--- config.mk ---
export PLATFORM = sky130hd
export DESIGN_NAME = instr_feeder_flat
export DESIGN_NICKNAME = d
export VERILOG_FILES = /design/src/rtl/instr_feeder_if.sv /design/src/rtl/instr_feeder.sv /design/src/flat_wrapper.sv
export SDC_FILE = /design/constraint.sdc
export NUM_CORES = 1
export LEC_CHECK = 0
export BUFFER_PORTS_ARGS = -buffer_cell sky130_fd_sc_hd__buf_2
export CAP_MARGIN = 20
export CORE_UTILIZATION = 35
export DETAILED_ROUTE_END_ITERATION = 7
export GPL_ROUTABILITY_DRIVEN = 0
export GPL_TIMING_DRIVEN = 1
export SYNTH_ARGS = -nofsm -noshare
export SYNTH_HDL_FRONTEND = slang
export SYNTH_SLANG_ARGS = --single-unit
--- constraint.sdc ---
create_clock -name clk_i -period 3.74 [get_ports clk_i]
set_input_delay 0.748 -clock clk_i [delete_from_list [all_inputs] [get_ports clk_i]]
set_output_delay 0.748 -clock clk_i [all_outputs]
set_load 0.05 [all_outputs]
--- src/rtl/instr_feeder_if.sv ---
// Feeder-side bundle: program load port, Start/Done handshake and the DIN/Run issue bus.
// The optional step input exists only when FEEDER_STEP_EN is defined.
interface instr_feeder_if #(
    parameter int AW = 4
);
    logic          prog_we;
    logic [AW-1:0] prog_addr;
    logic [15:0]   prog_data;
    logic          start;
    logic          done;
`ifdef FEEDER_STEP_EN
    logic          step;
`endif
    logic [15:0]   din;
    logic          run;
    logic          busy;
    logic          finished;
    logic          error;
    logic [AW-1:0] pc;

    // master: the feeder itself
    modport master (
        input  prog_we, prog_addr, prog_data, start, done,
`ifdef FEEDER_STEP_EN
        input  step,
`endif
        output din, run, busy, finished, error, pc
    );

    // slave: host/processor side
    modport slave (
        output prog_we, prog_addr, prog_data, start, done,
`ifdef FEEDER_STEP_EN
        output step,
`endif
        input  din, run, busy, finished, error, pc
    );
endinterface

--- src/rtl/instr_feeder.sv ---
// Program sequencer: issues mem[PC] with a 1-cycle Run (plus operand for mvi), holds DIN until Done.
// Outputs are combinational from state; Done timeout -> Error. FEEDER_STEP_EN adds single-step gating.
module instr_feeder #(
    parameter int          DEPTH     = 16,
    parameter int          AW        = 4,
    parameter int          TIMEOUT   = 64,
    parameter logic [2:0]  OPC_IMM   = 3'b001,
    parameter logic [15:0] HALT_WORD = 16'hFFFF
) (
    input  logic           clk_i,
    input  logic           rst_i,
    instr_feeder_if.master bus
);
    localparam int TW = $clog2(TIMEOUT + 1);

    typedef enum logic [2:0] {
        S_IDLE, S_ISSUE, S_IMM, S_WAIT, S_FINISH, S_ERROR, S_STEP
    } state_e;

`ifdef FEEDER_STEP_EN
    localparam state_e S_NEXT = S_STEP;
`else
    localparam state_e S_NEXT = S_ISSUE;
`endif

    state_e        state_q, state_d;
    logic [AW-1:0] pc_q, pc_d;
    logic          imm_q, imm_d;
    logic [TW-1:0] tmo_q, tmo_d;
    logic [15:0]   mem_q [DEPTH];

    logic [15:0]   cur_word, opnd_word, din_w;
    logic [AW-1:0] pc_p1;
    logic [AW:0]   pc_adv;
    logic          run_w, busy_w, cur_imm, last_addr;

    assign pc_p1     = pc_q + AW'(1);
    assign cur_word  = mem_q[pc_q];
    assign opnd_word = mem_q[pc_p1];
    assign cur_imm   = (cur_word[8:6] == OPC_IMM);
    assign last_addr = (pc_q == AW'(DEPTH - 1));
    // One bit wider than PC so running off the end is detected instead of wrapping
    assign pc_adv    = {1'b0, pc_q} + (imm_q ? (AW+1)'(2) : (AW+1)'(1));
    assign busy_w    = (state_q == S_ISSUE) || (state_q == S_IMM) ||
                       (state_q == S_WAIT)  || (state_q == S_STEP);

    always_ff @(posedge clk_i) begin
        if (bus.prog_we && !busy_w) begin
            mem_q[bus.prog_addr] <= bus.prog_data;
        end
    end

    always_ff @(posedge clk_i) begin
        if (rst_i) begin
            state_q <= S_IDLE;
            pc_q    <= '0;
            imm_q   <= 1'b0;
            tmo_q   <= '0;
        end else begin
            state_q <= state_d;
            pc_q    <= pc_d;
            imm_q   <= imm_d;
            tmo_q   <= tmo_d;
        end
    end

    always_comb begin
        state_d = state_q;
        pc_d    = pc_q;
        imm_d   = imm_q;
        tmo_d   = tmo_q;
        din_w   = '0;
        run_w   = 1'b0;
        case (state_q)
            S_IDLE, S_FINISH, S_ERROR: begin
                if (bus.start) begin
                    pc_d    = '0;
                    imm_d   = 1'b0;
                    state_d = S_ISSUE;
                end
            end
            S_ISSUE: begin
                if (cur_word == HALT_WORD) begin
                    state_d = S_FINISH;
                end else begin
                    din_w = cur_word;
                    run_w = 1'b1;
                    imm_d = cur_imm;
                    tmo_d = '0;
                    if (!cur_imm) begin
                        state_d = S_WAIT;
                    end else if (last_addr) begin
                        state_d = S_ERROR;
                    end else begin
                        state_d = S_IMM;
                    end
                end
            end
            S_IMM: begin
                din_w   = opnd_word;
                state_d = S_WAIT;
            end
            S_WAIT: begin
                din_w = imm_q ? opnd_word : cur_word;
                if (bus.done) begin
                    if (pc_adv >= (AW+1)'(DEPTH)) begin
                        state_d = S_FINISH;
                    end else begin
                        pc_d    = pc_adv[AW-1:0];
                        state_d = S_NEXT;
                    end
                end else if (tmo_q == TW'(TIMEOUT - 1)) begin
                    state_d = S_ERROR;
                end else begin
                    tmo_d = tmo_q + TW'(1);
                end
            end
`ifdef FEEDER_STEP_EN
            S_STEP: begin
                if (bus.step) begin
                    state_d = S_ISSUE;
                end
            end
`endif
            default: state_d = S_IDLE;
        endcase
    end

    assign bus.din      = din_w;
    assign bus.run      = run_w;
    assign bus.busy     = busy_w;
    assign bus.finished = (state_q == S_FINISH);
    assign bus.error    = (state_q == S_ERROR);
    assign bus.pc       = pc_q;
endmodule

--- src/flat_wrapper.sv ---
// flat-port wrapper written by rule: the top's interface ports become plain ports
module instr_feeder_flat 
#(
    parameter int          DEPTH     = 16,
    parameter int          AW        = 4,
    parameter int          TIMEOUT   = 64,
    parameter logic [2:0]  OPC_IMM   = 3'b001,
    parameter logic [15:0] HALT_WORD = 16'hFFFF
)
  (clk_i, rst_i, bus_prog_we, bus_prog_addr, bus_prog_data, bus_start, bus_done, bus_din, bus_run, bus_busy, bus_finished, bus_error, bus_pc);
  instr_feeder_if #(.AW(AW)) bus_i ();
  input  logic clk_i;
  input  logic rst_i;
  input wire logic [$bits(bus_i.prog_we)-1:0] bus_prog_we;
  input wire logic [$bits(bus_i.prog_addr)-1:0] bus_prog_addr;
  input wire logic [$bits(bus_i.prog_data)-1:0] bus_prog_data;
  input wire logic [$bits(bus_i.start)-1:0] bus_start;
  input wire logic [$bits(bus_i.done)-1:0] bus_done;
  output wire logic [$bits(bus_i.din)-1:0] bus_din;
  output wire logic [$bits(bus_i.run)-1:0] bus_run;
  output wire logic [$bits(bus_i.busy)-1:0] bus_busy;
  output wire logic [$bits(bus_i.finished)-1:0] bus_finished;
  output wire logic [$bits(bus_i.error)-1:0] bus_error;
  output wire logic [$bits(bus_i.pc)-1:0] bus_pc;
  assign bus_i.prog_we = bus_prog_we;
  assign bus_i.prog_addr = bus_prog_addr;
  assign bus_i.prog_data = bus_prog_data;
  assign bus_i.start = bus_start;
  assign bus_i.done = bus_done;
  assign bus_din = bus_i.din;
  assign bus_run = bus_i.run;
  assign bus_busy = bus_i.busy;
  assign bus_finished = bus_i.finished;
  assign bus_error = bus_i.error;
  assign bus_pc = bus_i.pc;
  instr_feeder #(.DEPTH(DEPTH), .AW(AW), .TIMEOUT(TIMEOUT), .OPC_IMM(OPC_IMM), .HALT_WORD(HALT_WORD)) u_core (.clk_i(clk_i), .rst_i(rst_i), .bus(bus_i));
endmodule
==> impl_metrics.env <==
export IMPL_synth_top_area_frac=0.580
export IMPL_placed_area_um2=14500
export IMPL_synth_distinct_cells=57
export IMPL_finalSetupTns_ns=-4.67
export IMPL_rows=70
export IMPL_syn_avg_cell_area_um2=17.9
export IMPL_hold_worst_slack_ns=0.500
export IMPL_wl_per_cell_um=26.7
export IMPL_finalWorstSetupSlack_ns=-0.304
export IMPL_hold_buffers=0
export IMPL_cap_violations=0
export IMPL_root_buffer="clkbuf_16"
export IMPL_drtAntennaViolNets=0
export IMPL_io_pins=49
export IMPL_ys_ff_latch=275
export IMPL_die_h_um=197
export IMPL_antenna_found_initial=0
export IMPL_clk_pin_slew_ns=0.06
export IMPL_core_area_um2=37000
export IMPL_placed_cells=1300
export IMPL_synth_nets=772
export IMPL_grt_pass1_vias=8029
export IMPL_synthArstFlopShare=0
export IMPL_die_area_um2=38700
export IMPL_yosysWarningCount=0
export IMPL_numCtsBuffers=30
export IMPL_p_total_mw=7.46
export IMPL_setup_violations=17
export IMPL_clock_skew_ns=0.0242
export IMPL_grtUsageMet2=0.299
export IMPL_grt_busiest_layer="met2"
export IMPL_worstPathArrival_ns=3.30
export IMPL_rsz0062_at_grt="true"
export IMPL_grt_pass1_wl_um=53600
export IMPL_crit_type="register to output pin"
export IMPL_crit_fanout=8
export IMPL_cts_max_level=1
export IMPL_dieWidth_um=197
export IMPL_grt_max_degree=34
export IMPL_clock_sinks=275
export IMPL_hold_class="register to register"
export IMPL_synth_edf_count=256
export IMPL_fin_cells=1390
export IMPL_regArea_um2=8090
export IMPL_use_met3=0.0320
export IMPL_final_core_util=0.439
export IMPL_powerDensity_nw_per_um2=460
export IMPL_io_buffers=48
export IMPL_hold_viol=0
export IMPL_cts_path_max_buffers=3
export IMPL_num_vias=8134
export IMPL_synthTopCellsByArea="edfxtp_1, mux4_2, dfxtp_1"
export IMPL_start_kind="register"
export IMPL_post_route_cell_area_um2=16200
export IMPL_synth_cells=742
export IMPL_fmax_ghz=0.247
export IMPL_multi_input_area_um2=5000
export IMPL_synth_top_cell_by_area="edfxtp_1"
export IMPL_place_ws_ns=0.106
export IMPL_ir_worst_vdd_mv=0.351
export IMPL_worstSkewPairLatency_ns=0.58
export IMPL_fin_crit_ns=4.04
export IMPL_vias_per_cell=5.85
export IMPL_synth_most_common_cell="edfxtp_1"
export IMPL_cts_tree="built"
export IMPL_yosys_most_used_dff="edfxtp_1"
export IMPL_initial_utilization=0.359
export IMPL_p_leak_nw=5.26
export IMPL_drc=0
export IMPL_dp_hpwl_um=22000
export IMPL_crit_path_end_kind="output pin"
export IMPL_area_growth_pct=22.3
export IMPL_cp_data_required_time_ns=2.99
export IMPL_fin_nets=891
export IMPL_nFillCells=3286
export IMPL_grtUsageTotal=0.192
export IMPL_worstMarginPinSlew_ns=0.899
export IMPL_yosys_top_cells_count="edfxtp_1, mux4_2, nor2_1"
export IMPL_drive_gt1_frac=0.403
export IMPL_synth_seq_area_share=0.608
export IMPL_dr_pass1_iters=5
export IMPL_overflow=0
export IMPL_use_met1=0.273
export IMPL_dr_first_iter_drc_count=908
export IMPL_syn_area_um2=13300
export IMPL_violations="negative setup slack"
export IMPL_relSlewSlack=0.400
export IMPL_min_period_over_period=1.08
export IMPL_wl_um=37200
export IMPL_slew_viol_final=0
export IMPL_status="complete, but fails checks"
## timing repair
item                                    in CTS  in global routing
resized for setup                           55                 12
endpoints found under the setup margin      17                 17
setup buffers                               11                 16
gates cloned                                 3                  3
pin swaps                                    3                 13
## cell usage in the layout (no fill, tap or decap), drive strengths merged, types with 4 or more instances in the layout
cell / count
edfxtp: 256
mux4: 131
buf: 130
clkbuf: 34
nor2: 32
a211oi: 29
nand2: 28
mux2i: 28
a21oi: 23
nor2b: 23
dfxtp: 19
o21ai: 18
nand3: 12
inv: 12
a21bo: 12
clkinv: 12
nor3: 11
a22oi: 9
bufinv: 7
a221oi: 5
nand4: 5
clkinvlp: 5
nand2b: 4
or3: 4
ha: 4
xor2: 4
## cells by family (layout without fill, tap and decap cells)
kind of cell             Yosys count  count (layout)  share of synthesized area
multiplexers                     161             161                      0.248
adder cells (fa/ha/maj)            5               5                    0.00528
buffers and inverters             59             202                     0.0277
AND/OR/NAND/NOR                  124             124                     0.0465
XOR/XNOR                           5               5                    0.00330
other                              0               1                          0
flip-flops                       275             275                      0.608
AO/OA/AOI/OAI                    113             113                     0.0611
## layout make-up
cell class | instances | share of cell area
clock buffers | 31 | 0.0465
clock inverters | 25 | 0.0200
well taps | 504 | 0.0389
flip-flops and latches | 275 | 0.499
repair buffers | 135 | 0.0841
diodes | 1 | 0.000154
multi-input cells | 408 | 0.309
inverters | 11 | 0.00270
## report_power, final
group	leakage, nW	total, mW	internal [mW]	switching (mW)
clock network	0.518	3.21	1.95	1.26
logic	2.28	0.820	0.326	0.494
registers	2.47	3.43	3.40	0.0289
total	5.26	7.46	5.68	1.78
## path summary, 6_finish.rpt
path                                       from                end  slack (ns)  cells after the start
worst max register to register         register  u_core.state_q[1]        0.74                     13
worst min-delay path            u_core.tmo_q[0]    u_core.tmo_q[0]        0.50                      2
worst min register to register  u_core.tmo_q[0]    u_core.tmo_q[0]        0.50                      2
worst max-delay path                   register         bus_din[9]       -0.30                     12
## worst max-delay path, stage by stage, from the launching register on
cell and delay [ns]:
dfxtp_4 0.38, buf_12 0.15, buf_12 0.14, buf_6 0.11, mux4_2 0.21, mux4_2 0.26
nand4_1 0.22, or3_4 0.48, o21ai_4 0.19, inv_4 0.08, buf_12 0.14, a21bo_4 0.22
buf_8 0.15
## registers in the layout, indices dropped and copies added (netlist names), named ones only
signal / count
u_core.bus.pc: 4
u_core.imm_q: 1
u_core.mem_q: 256
u_core.state_q: 3
u_core.tmo_q: 7
## per-layer routing
metal / share of wire / wire length (µm)
met3: 0.078 / 2910
met2: 0.46 / 17300
met4: 0.036 / 1340
met1: 0.42 / 15700
met5: 0 / 0
No activity file was read; power rests on OpenSTA's default activity.
